File: config.mk
export PLATFORM = sky130hd
export DESIGN_NAME = msg_decrypt_flat
export DESIGN_NICKNAME = d
export VERILOG_FILES = /design/src/rtl/msg_decrypt_if.sv /design/src/rtl/msg_decrypt.sv /design/src/flat_wrapper.sv
export SDC_FILE = /design/constraint.sdc
export NUM_CORES = 1
export LEC_CHECK = 0
export BUFFER_PORTS_ARGS = -buffer_cell sky130_fd_sc_hd__buf_2
export CAP_MARGIN = 25
export CORE_MARGIN = 2
export CORE_UTILIZATION = 62
export CTS_CLUSTER_DIAMETER = 80
export CTS_CLUSTER_SIZE = 14
export DETAILED_ROUTE_END_ITERATION = 10
export GPL_ROUTABILITY_DRIVEN = 0
export PLACE_DENSITY_LB_ADDON = 0.15
export SYNTH_ARGS = -nofsm -noshare
export SYNTH_HDL_FRONTEND = slang
export SYNTH_SLANG_ARGS = --single-unit
File: constraint.sdc
create_clock -name clk -period 5.4 [get_ports clk]
set_clock_uncertainty 0.2 [all_clocks]
set_input_delay 0.54 -clock clk [delete_from_list [all_inputs] [get_ports clk]]
set_output_delay 0.54 -clock clk [all_outputs]
set_load 0.01 [all_outputs]
File: src/rtl/msg_decrypt_if.sv
//------------------------------------------------------------------------------
// Module      : msg_decrypt_if
// Description : Control and memory-bus bundle for the RC4 message decryptor.
// Revision    : 1.0 - initial release
//------------------------------------------------------------------------------
`default_nettype none

interface msg_decrypt_if;
  logic       state_start;
  logic [7:0] s_q;
  logic [7:0] rom_q;
  logic [7:0] s_address;
  logic [7:0] s_data;
  logic       s_wen;
  logic [7:0] rom_address;
  logic [7:0] d_address;
  logic [7:0] d_data;
  logic       d_wen;
  logic [1:0] memory_sel;
  logic       dec_mem_handler;
  logic       finish;
  logic       key_invalid;

  // Decryptor side: drives the three memory buses and status.
  modport master (
    input  state_start, s_q, rom_q,
    output s_address, s_data, s_wen, rom_address, d_address, d_data, d_wen,
           memory_sel, dec_mem_handler, finish, key_invalid
  );

  // Environment side: memories and the sequencer that issues state_start.
  modport slave (
    output state_start, s_q, rom_q,
    input  s_address, s_data, s_wen, rom_address, d_address, d_data, d_wen,
           memory_sel, dec_mem_handler, finish, key_invalid
  );
endinterface

`default_nettype wire

File: src/rtl/msg_decrypt.sv
//------------------------------------------------------------------------------
// Module      : msg_decrypt
// Description : RC4 keystream decryption of a ROM message into a RAM, aborting
//               on the first non-printable byte.
// Revision    : 1.0 - initial release
//------------------------------------------------------------------------------
`default_nettype none

module msg_decrypt #(
  parameter int MSG_LEN = 32
) (
  input  logic            clk,
  input  logic            rst_n,
  msg_decrypt_if.master   bus
);

  localparam logic [8:0] c_last = 9'(MSG_LEN - 1);

  typedef enum logic [3:0] {
    IDLE   = 4'd0,
    RD_I   = 4'd1,
    WAIT_I = 4'd2,
    CAP_I  = 4'd3,
    RD_J   = 4'd4,
    WAIT_J = 4'd5,
    CAP_J  = 4'd6,
    WR_I   = 4'd7,
    WR_J   = 4'd8,
    RD_F   = 4'd9,
    WAIT_F = 4'd10,
    CAP_F  = 4'd11,
    WR_D   = 4'd12,
    NEXT   = 4'd13,
    DONE   = 4'd14
  } state_t;

  state_t     r_state, w_state;
  logic [7:0] r_i, w_i;
  logic [7:0] r_j, w_j;
  logic [8:0] r_k, w_k;
  logic [7:0] r_si, w_si;
  logic [7:0] r_sj, w_sj;
  logic [7:0] r_out, w_out;
  logic       r_bad, w_bad;
  logic [7:0] r_s_address, w_s_address;
  logic [7:0] r_s_data, w_s_data;
  logic       r_s_wen, w_s_wen;
  logic [7:0] r_rom_address, w_rom_address;
  logic [7:0] r_d_address, w_d_address;
  logic [7:0] r_d_data, w_d_data;
  logic       r_d_wen, w_d_wen;
  logic [1:0] r_memory_sel, w_memory_sel;
  logic       r_dec_mem_handler, w_dec_mem_handler;
  logic       r_finish, w_finish;
  logic       r_key_invalid, w_key_invalid;
  logic       w_printable;

  assign w_printable = (r_out == 8'h20) || ((r_out >= 8'h61) && (r_out <= 8'h7A));

  always_comb begin
    w_state           = r_state;
    w_i               = r_i;
    w_j               = r_j;
    w_k               = r_k;
    w_si              = r_si;
    w_sj              = r_sj;
    w_out             = r_out;
    w_bad             = r_bad;
    w_s_address       = r_s_address;
    w_s_data          = r_s_data;
    w_s_wen           = 1'b0;
    w_rom_address     = r_rom_address;
    w_d_address       = r_d_address;
    w_d_data          = r_d_data;
    w_d_wen           = 1'b0;
    w_memory_sel      = r_memory_sel;
    w_dec_mem_handler = r_dec_mem_handler;
    w_finish          = r_finish;
    w_key_invalid     = r_key_invalid;

    if (bus.state_start) begin
      w_state           = RD_I;
      w_i               = 8'd1;
      w_j               = 8'd0;
      w_k               = 9'd0;
      w_finish          = 1'b0;
      w_key_invalid     = 1'b0;
      w_dec_mem_handler = 1'b1;
      w_memory_sel      = 2'b10;
    end else begin
      // Each state's register updates land on the edge that leaves it, so a
      // read address set in RD_x is sampled back two edges later in CAP_x.
      case (r_state)
        RD_I:   begin w_s_address = r_i; w_state = WAIT_I; end
        WAIT_I: w_state = CAP_I;
        CAP_I:  begin w_si = bus.s_q; w_j = r_j + bus.s_q; w_state = RD_J; end
        RD_J:   begin w_s_address = r_j; w_state = WAIT_J; end
        WAIT_J: w_state = CAP_J;
        CAP_J:  begin w_sj = bus.s_q; w_state = WR_I; end
        WR_I: begin
          w_s_address = r_i;
          w_s_data    = r_sj;
          w_s_wen     = 1'b1;
          w_state     = WR_J;
        end
        WR_J: begin
          w_s_address = r_j;
          w_s_data    = r_si;
          w_s_wen     = 1'b1;
          w_state     = RD_F;
        end
        RD_F: begin
          w_s_address   = r_si + r_sj;
          w_rom_address = r_k[7:0];
          w_state       = WAIT_F;
        end
        WAIT_F: w_state = CAP_F;
        CAP_F:  begin w_out = bus.s_q ^ bus.rom_q; w_state = WR_D; end
        WR_D: begin
          w_d_address = r_k[7:0];
          w_d_data    = r_out;
          w_d_wen     = 1'b1;
          w_bad       = !w_printable;
          w_state     = NEXT;
        end
        NEXT: begin
          if (r_bad || (r_k == c_last)) begin
            w_key_invalid     = r_bad;
            w_finish          = 1'b1;
            w_dec_mem_handler = 1'b0;
            w_memory_sel      = 2'b00;
            w_state           = DONE;
          end else begin
            w_k     = r_k + 9'd1;
            w_i     = r_i + 8'd1;
            w_state = RD_I;
          end
        end
        IDLE:    w_state = IDLE;
        DONE:    w_state = DONE;
        default: w_state = IDLE;
      endcase
    end
  end

  always_ff @(posedge clk or negedge rst_n) begin
    if (!rst_n) begin
      r_state           <= IDLE;
      r_i               <= 8'd0;
      r_j               <= 8'd0;
      r_k               <= 9'd0;
      r_si              <= 8'd0;
      r_sj              <= 8'd0;
      r_out             <= 8'd0;
      r_bad             <= 1'b0;
      r_s_address       <= 8'd0;
      r_s_data          <= 8'd0;
      r_s_wen           <= 1'b0;
      r_rom_address     <= 8'd0;
      r_d_address       <= 8'd0;
      r_d_data          <= 8'd0;
      r_d_wen           <= 1'b0;
      r_memory_sel      <= 2'b00;
      r_dec_mem_handler <= 1'b0;
      r_finish          <= 1'b0;
      r_key_invalid     <= 1'b0;
    end else begin
      r_state           <= w_state;
      r_i               <= w_i;
      r_j               <= w_j;
      r_k               <= w_k;
      r_si              <= w_si;
      r_sj              <= w_sj;
      r_out             <= w_out;
      r_bad             <= w_bad;
      r_s_address       <= w_s_address;
      r_s_data          <= w_s_data;
      r_s_wen           <= w_s_wen;
      r_rom_address     <= w_rom_address;
      r_d_address       <= w_d_address;
      r_d_data          <= w_d_data;
      r_d_wen           <= w_d_wen;
      r_memory_sel      <= w_memory_sel;
      r_dec_mem_handler <= w_dec_mem_handler;
      r_finish          <= w_finish;
      r_key_invalid     <= w_key_invalid;
    end
  end

  assign bus.s_address       = r_s_address;
  assign bus.s_data          = r_s_data;
  assign bus.s_wen           = r_s_wen;
  assign bus.rom_address     = r_rom_address;
  assign bus.d_address       = r_d_address;
  assign bus.d_data          = r_d_data;
  assign bus.d_wen           = r_d_wen;
  assign bus.memory_sel      = r_memory_sel;
  assign bus.dec_mem_handler = r_dec_mem_handler;
  assign bus.finish          = r_finish;
  assign bus.key_invalid     = r_key_invalid;

endmodule

`default_nettype wire

File: src/flat_wrapper.sv
// flat-port wrapper written by rule: the top's interface ports become plain ports
module msg_decrypt_flat 
#(
  parameter int MSG_LEN = 32
)
  (clk, rst_n, bus_state_start, bus_s_q, bus_rom_q, bus_s_address, bus_s_data, bus_s_wen, bus_rom_address, bus_d_address, bus_d_data, bus_d_wen, bus_memory_sel, bus_dec_mem_handler, bus_finish, bus_key_invalid);
  msg_decrypt_if bus_i ();
  input  logic clk;
  input  logic rst_n;
  input wire logic [$bits(bus_i.state_start)-1:0] bus_state_start;
  input wire logic [$bits(bus_i.s_q)-1:0] bus_s_q;
  input wire logic [$bits(bus_i.rom_q)-1:0] bus_rom_q;
  output wire logic [$bits(bus_i.s_address)-1:0] bus_s_address;
  output wire logic [$bits(bus_i.s_data)-1:0] bus_s_data;
  output wire logic [$bits(bus_i.s_wen)-1:0] bus_s_wen;
  output wire logic [$bits(bus_i.rom_address)-1:0] bus_rom_address;
  output wire logic [$bits(bus_i.d_address)-1:0] bus_d_address;
  output wire logic [$bits(bus_i.d_data)-1:0] bus_d_data;
  output wire logic [$bits(bus_i.d_wen)-1:0] bus_d_wen;
  output wire logic [$bits(bus_i.memory_sel)-1:0] bus_memory_sel;
  output wire logic [$bits(bus_i.dec_mem_handler)-1:0] bus_dec_mem_handler;
  output wire logic [$bits(bus_i.finish)-1:0] bus_finish;
  output wire logic [$bits(bus_i.key_invalid)-1:0] bus_key_invalid;
  assign bus_i.state_start = bus_state_start;
  assign bus_i.s_q = bus_s_q;
  assign bus_i.rom_q = bus_rom_q;
  assign bus_s_address = bus_i.s_address;
  assign bus_s_data = bus_i.s_data;
  assign bus_s_wen = bus_i.s_wen;
  assign bus_rom_address = bus_i.rom_address;
  assign bus_d_address = bus_i.d_address;
  assign bus_d_data = bus_i.d_data;
  assign bus_d_wen = bus_i.d_wen;
  assign bus_memory_sel = bus_i.memory_sel;
  assign bus_dec_mem_handler = bus_i.dec_mem_handler;
  assign bus_finish = bus_i.finish;
  assign bus_key_invalid = bus_i.key_invalid;
  msg_decrypt #(.MSG_LEN(MSG_LEN)) u_core (.clk(clk), .rst_n(rst_n), .bus(bus_i));
endmodule
==> metrics.csv <==
stage,metric,value,unit
run_status,status,"complete, no violations",
clock_tree,htreeDepth,3,
synth,netlist.top_cell.by_area,dfrtp_1,
worst_setup_path,ff2ff_path_depth,6,
clock_tree,cts_root_buf,clkbuf_8,
worst_setup_path,slowest_delay,0.63,ns
floorplanning,die_x,94.0,microns
clock_tree,numCtsBuffers,9,
drt,viasPerCell,5.85,
power_and_ir_drop,swShare,32.4,%
power_and_ir_drop,peakVddDrop,229,uV
synth,syn-instance-count,452,
drt,wl_per_cell,16.5,microns
timing,relSlewSlack,35.8,%
synth,synth-seq-area-share,49.3,%
worst_setup_path,cp-end-kind,flip-flop,
synth,synth_edf_count,0,
worst_setup_path,path_delay_family,simple AND/OR/NAND/NOR gates,
clock_tree,postCtsSetupBuffers,0,
drt,routed_wl,10200,microns
worst_setup_path,start_kind,flip-flop,
synth,synth_top_cell_area_share,49.3,%
global_routing,grt_remaining_overflow,0,
timing,grt_setup_unrepaired,no,
power_and_ir_drop,seqPwrFrac,51.2,%
synth,synth.area.top_cells,"dfrtp_1, mux2_2, a21oi_1",
layout,seq_area,2480,sq um
drt,dr.pass1.iters,4,
drt,num_vias,3617,
layout,fillers,601,
synth,yosys.cell_types.count,59,
synth,synth_area_per_cell,11.1,sq um
place,io_buffers,64,
timing,setup_viol,0,
timing,fin_crit,2.69,ns
timing,drv_slew,0,
power_and_ir_drop,power-per-cell-area,331,nW/um^2
worst_setup_path,crit_chain,ha_1 -> and4_1 -> a211oi_4 -> nand4_1 -> or3_1 -> a21oi_1,
global_routing,grt_max_degree,83,
worst_setup_path,worstPathArrival,2.77,ns
worst_setup_path,worst-path-max-fanout,13,
global_routing,grt_pass1_wl,16900,microns
clock_tree,cts_resized,0,
floorplanning,placement_rows,32,
power_and_ir_drop,combinationalPowerShare,25.8,%
synth,ys_dominant_reg_cell,dfrtp_1,
worst_setup_path,worst-path-buf-inv,0,
drt,drc,0,
layout,multi_input_area,2430,sq um
drt,drtAntennaViolNets,0,
power_and_ir_drop,power.static_leakage,2.66,nW
clock_tree,cts_sinks,99,
layout,syn2layout_area_growth,11.5,%
floorplanning,io_pins,66,
place,hpwl,7260,microns
timing,post-route-period-util,49.9,%
layout,drive_gt1_share,27.1,%
clock_tree,cts_buffer_depth,2,
synth,netlist_area,5030,sq um
clock_tree,clk_pin_slew,0.09,ns
global_routing,antenna_found_initial,0,
floorplanning,die_height,94.0,microns
timing,worstMarginPinSlew,0.960,ns
worst_setup_path,slowest_stage,a211oi_4,
synth,synth_nets,489,
power_and_ir_drop,clock_power_share,23.0,%
timing,maxClockFrequency,0.371,GHz
layout,nNetsFinal,549,
floorplanning,die_area,8840,sq um
floorplanning,initial_utilization,64.4,%
synth,yosysWarnings,0,
floorplanning,core-area,7810,sq um
worst_setup_path,worst-path-stages,6,
synth,ys_seq_elements,99,
clock_tree,cts_tree,done,
layout,utilization,71.8,%
power_and_ir_drop,switching_power,0.000602,W
global_routing,grt_pass1_vias,3495,
min_path,min_path_type,input port to flip-flop,
layout,most-common-layout-cells,"dfrtp_1, buf_2, mux2_2, a21oi_1, nor2_1",
power_and_ir_drop,power.internal,0.00125,W
layout,final_common_cell,dfrtp_1,
clock_tree,cts_hold_buf,1,
global_routing,grtUsageTotal,24.7,%
timing,hold_viol,0,
run,cap_violations,0,
layout,diodes,0,
worst_setup_path,crit_type,flip-flop to flip-flop,
drt,dr.first_iter.drc_count,147,
synth,postSynth.asyncResetShare,100,%
worst_setup_path,cp.required,5.47,ns
min_path,hold_depth,3,
clock_tree,insertion_delay,0.36,ns
timing,setup-tns-final,0,ns
## kinds of logic (layout without fill, tap and decap cells)
family                   after synthesis  in the layout  share of synthesized area, %
XOR/XNOR                              26             26                          4.53
multiplexers                          57             57                          12.4
AO/OA/AOI/OAI                         99             99                          12.2
buffers and inverters                 24             88                          2.51
adder cells (fa/ha/maj)               18             18                          4.78
AND/OR/NAND/NOR                      128            128                          14.1
flip-flops                            99             99                          49.3
other                                  1              1                        0.0746
## tightest hold or removal path: cells and delay by family
kind | cells | cell delay (ns)
XOR/XNOR | 1 | 0.11
AO/OA/AOI/OAI | 1 | 0.06
buffers and inverters | 1 | 0.08
## cells in the mapped netlist, types with 2 or more instances
cell type and n:
a211oi_1 5, a21o_1 7, a21oi_1 42, a221oi_1 3, a22oi_1 5, a31oi_1 4
and3_1 3, buf_2 11, buf_4 4, clkbuf_1 5, dfrtp_1 99, fa_1 2
ha_1 16, inv_1 3, mux2_2 44, mux2i_1 13, nand2_1 32, nand2b_1 8
nand3_1 2, nand3b_1 3, nand4_1 5, nor2_1 38, nor2_4 2, nor2b_1 6
nor3_1 5, nor4_1 2, nor4b_1 2, o211ai_1 3, o21ai_0 17, o21bai_1 3
or3_1 5, or4_1 2, xnor2_1 13, xor2_1 13
## routing by layer
layer	vias up	share of wire, %	wire length [microns]	global-route usage (%)
met3	18	3.4	350	4.65
met1	1792	46	4650	33.7
met2	68	49	5040	39.8
li1	1739	-	-	-
met4	0	1.8	179	8.70
met5	-	0	0	0
## sequential cells by signal (all words and copies together), names as in the netlist
signal                  count
u_core.bus.d_data           8
u_core.bus.memory_sel       1
u_core.r_out                8
u_core.bus.s_wen            1
u_core.r_state              4
u_core.bus.s_address        8
u_core.r_i                  8
u_core.bus.s_data           8
u_core.bus.key_invalid      1
u_core.r_j                  8
u_core.bus.finish           1
u_core.bus.d_wen            1
u_core.r_bad                1
u_core.r_k                  9
u_core.r_si                 8
u_core.bus.d_address        8
u_core.bus.rom_address      8
u_core.r_sj                 8
## power by group through the flow
stage                     Sequential (W)  Combinational [W]  Clock [W]
after global routing            0.000967           0.000538   0.000461
final                           0.000950           0.000478   0.000427
after floorplan                 0.000955           0.000325          0
after global placement          0.000955           0.000461          0
after CTS                       0.000949           0.000480   0.000434
after detailed placement        0.000964           0.000477          0
## through the flow
stage / hold WS (ns) / setup slack [ns] / power (W) / cell area (sq um) / instances
floorplan: 0.0444 / 3.19 / 0.00128 / 5030 / 452
global placement: 0.214 / 2.68 / 0.00142 / 5380 / 599
detailed placement: 0.225 / 2.75 / 0.00144 / 5400 / 601
CTS: 0.249 / 2.73 / 0.00186 / 5580 / 617
global route: 0.269 / 2.56 / 0.00197 / 5610 / 618
finish: 0.265 / 2.71 / 0.00186 / 5610 / 618
## cell type report
| class | instances | share of cell area (%) |
|---|---|---|
| repair buffers | 70 | 7.03 |
| multi-input cells | 329 | 43.3 |
| inverters | 3 | 0.201 |
| well taps | 102 | 2.28 |
| flip-flops and latches | 99 | 44.2 |
| clock buffers | 11 | 2.52 |
| clock inverters | 4 | 0.469 |
## worst paths after layout
| check | start | endpoint | slack (ns) |
|---|---|---|---|
| min in group asynchronous | rst_n | u_core.bus.d_wen | 0.38 |
| worst min-delay path | bus_rom_q[6] | u_core.r_out[6] | 0.27 |
| worst max register to register | u_core.r_k[0] | u_core.r_i[6] | 2.71 |
| worst min register to register | u_core.bus.s_address[0] | u_core.bus.s_address[0] | 0.28 |
| max in group asynchronous | rst_n | u_core.r_i[0] | 3.63 |
| worst max-delay path | u_core.r_k[0] | u_core.r_i[6] | 2.71 |
Power figures use the tool's default switching activity.
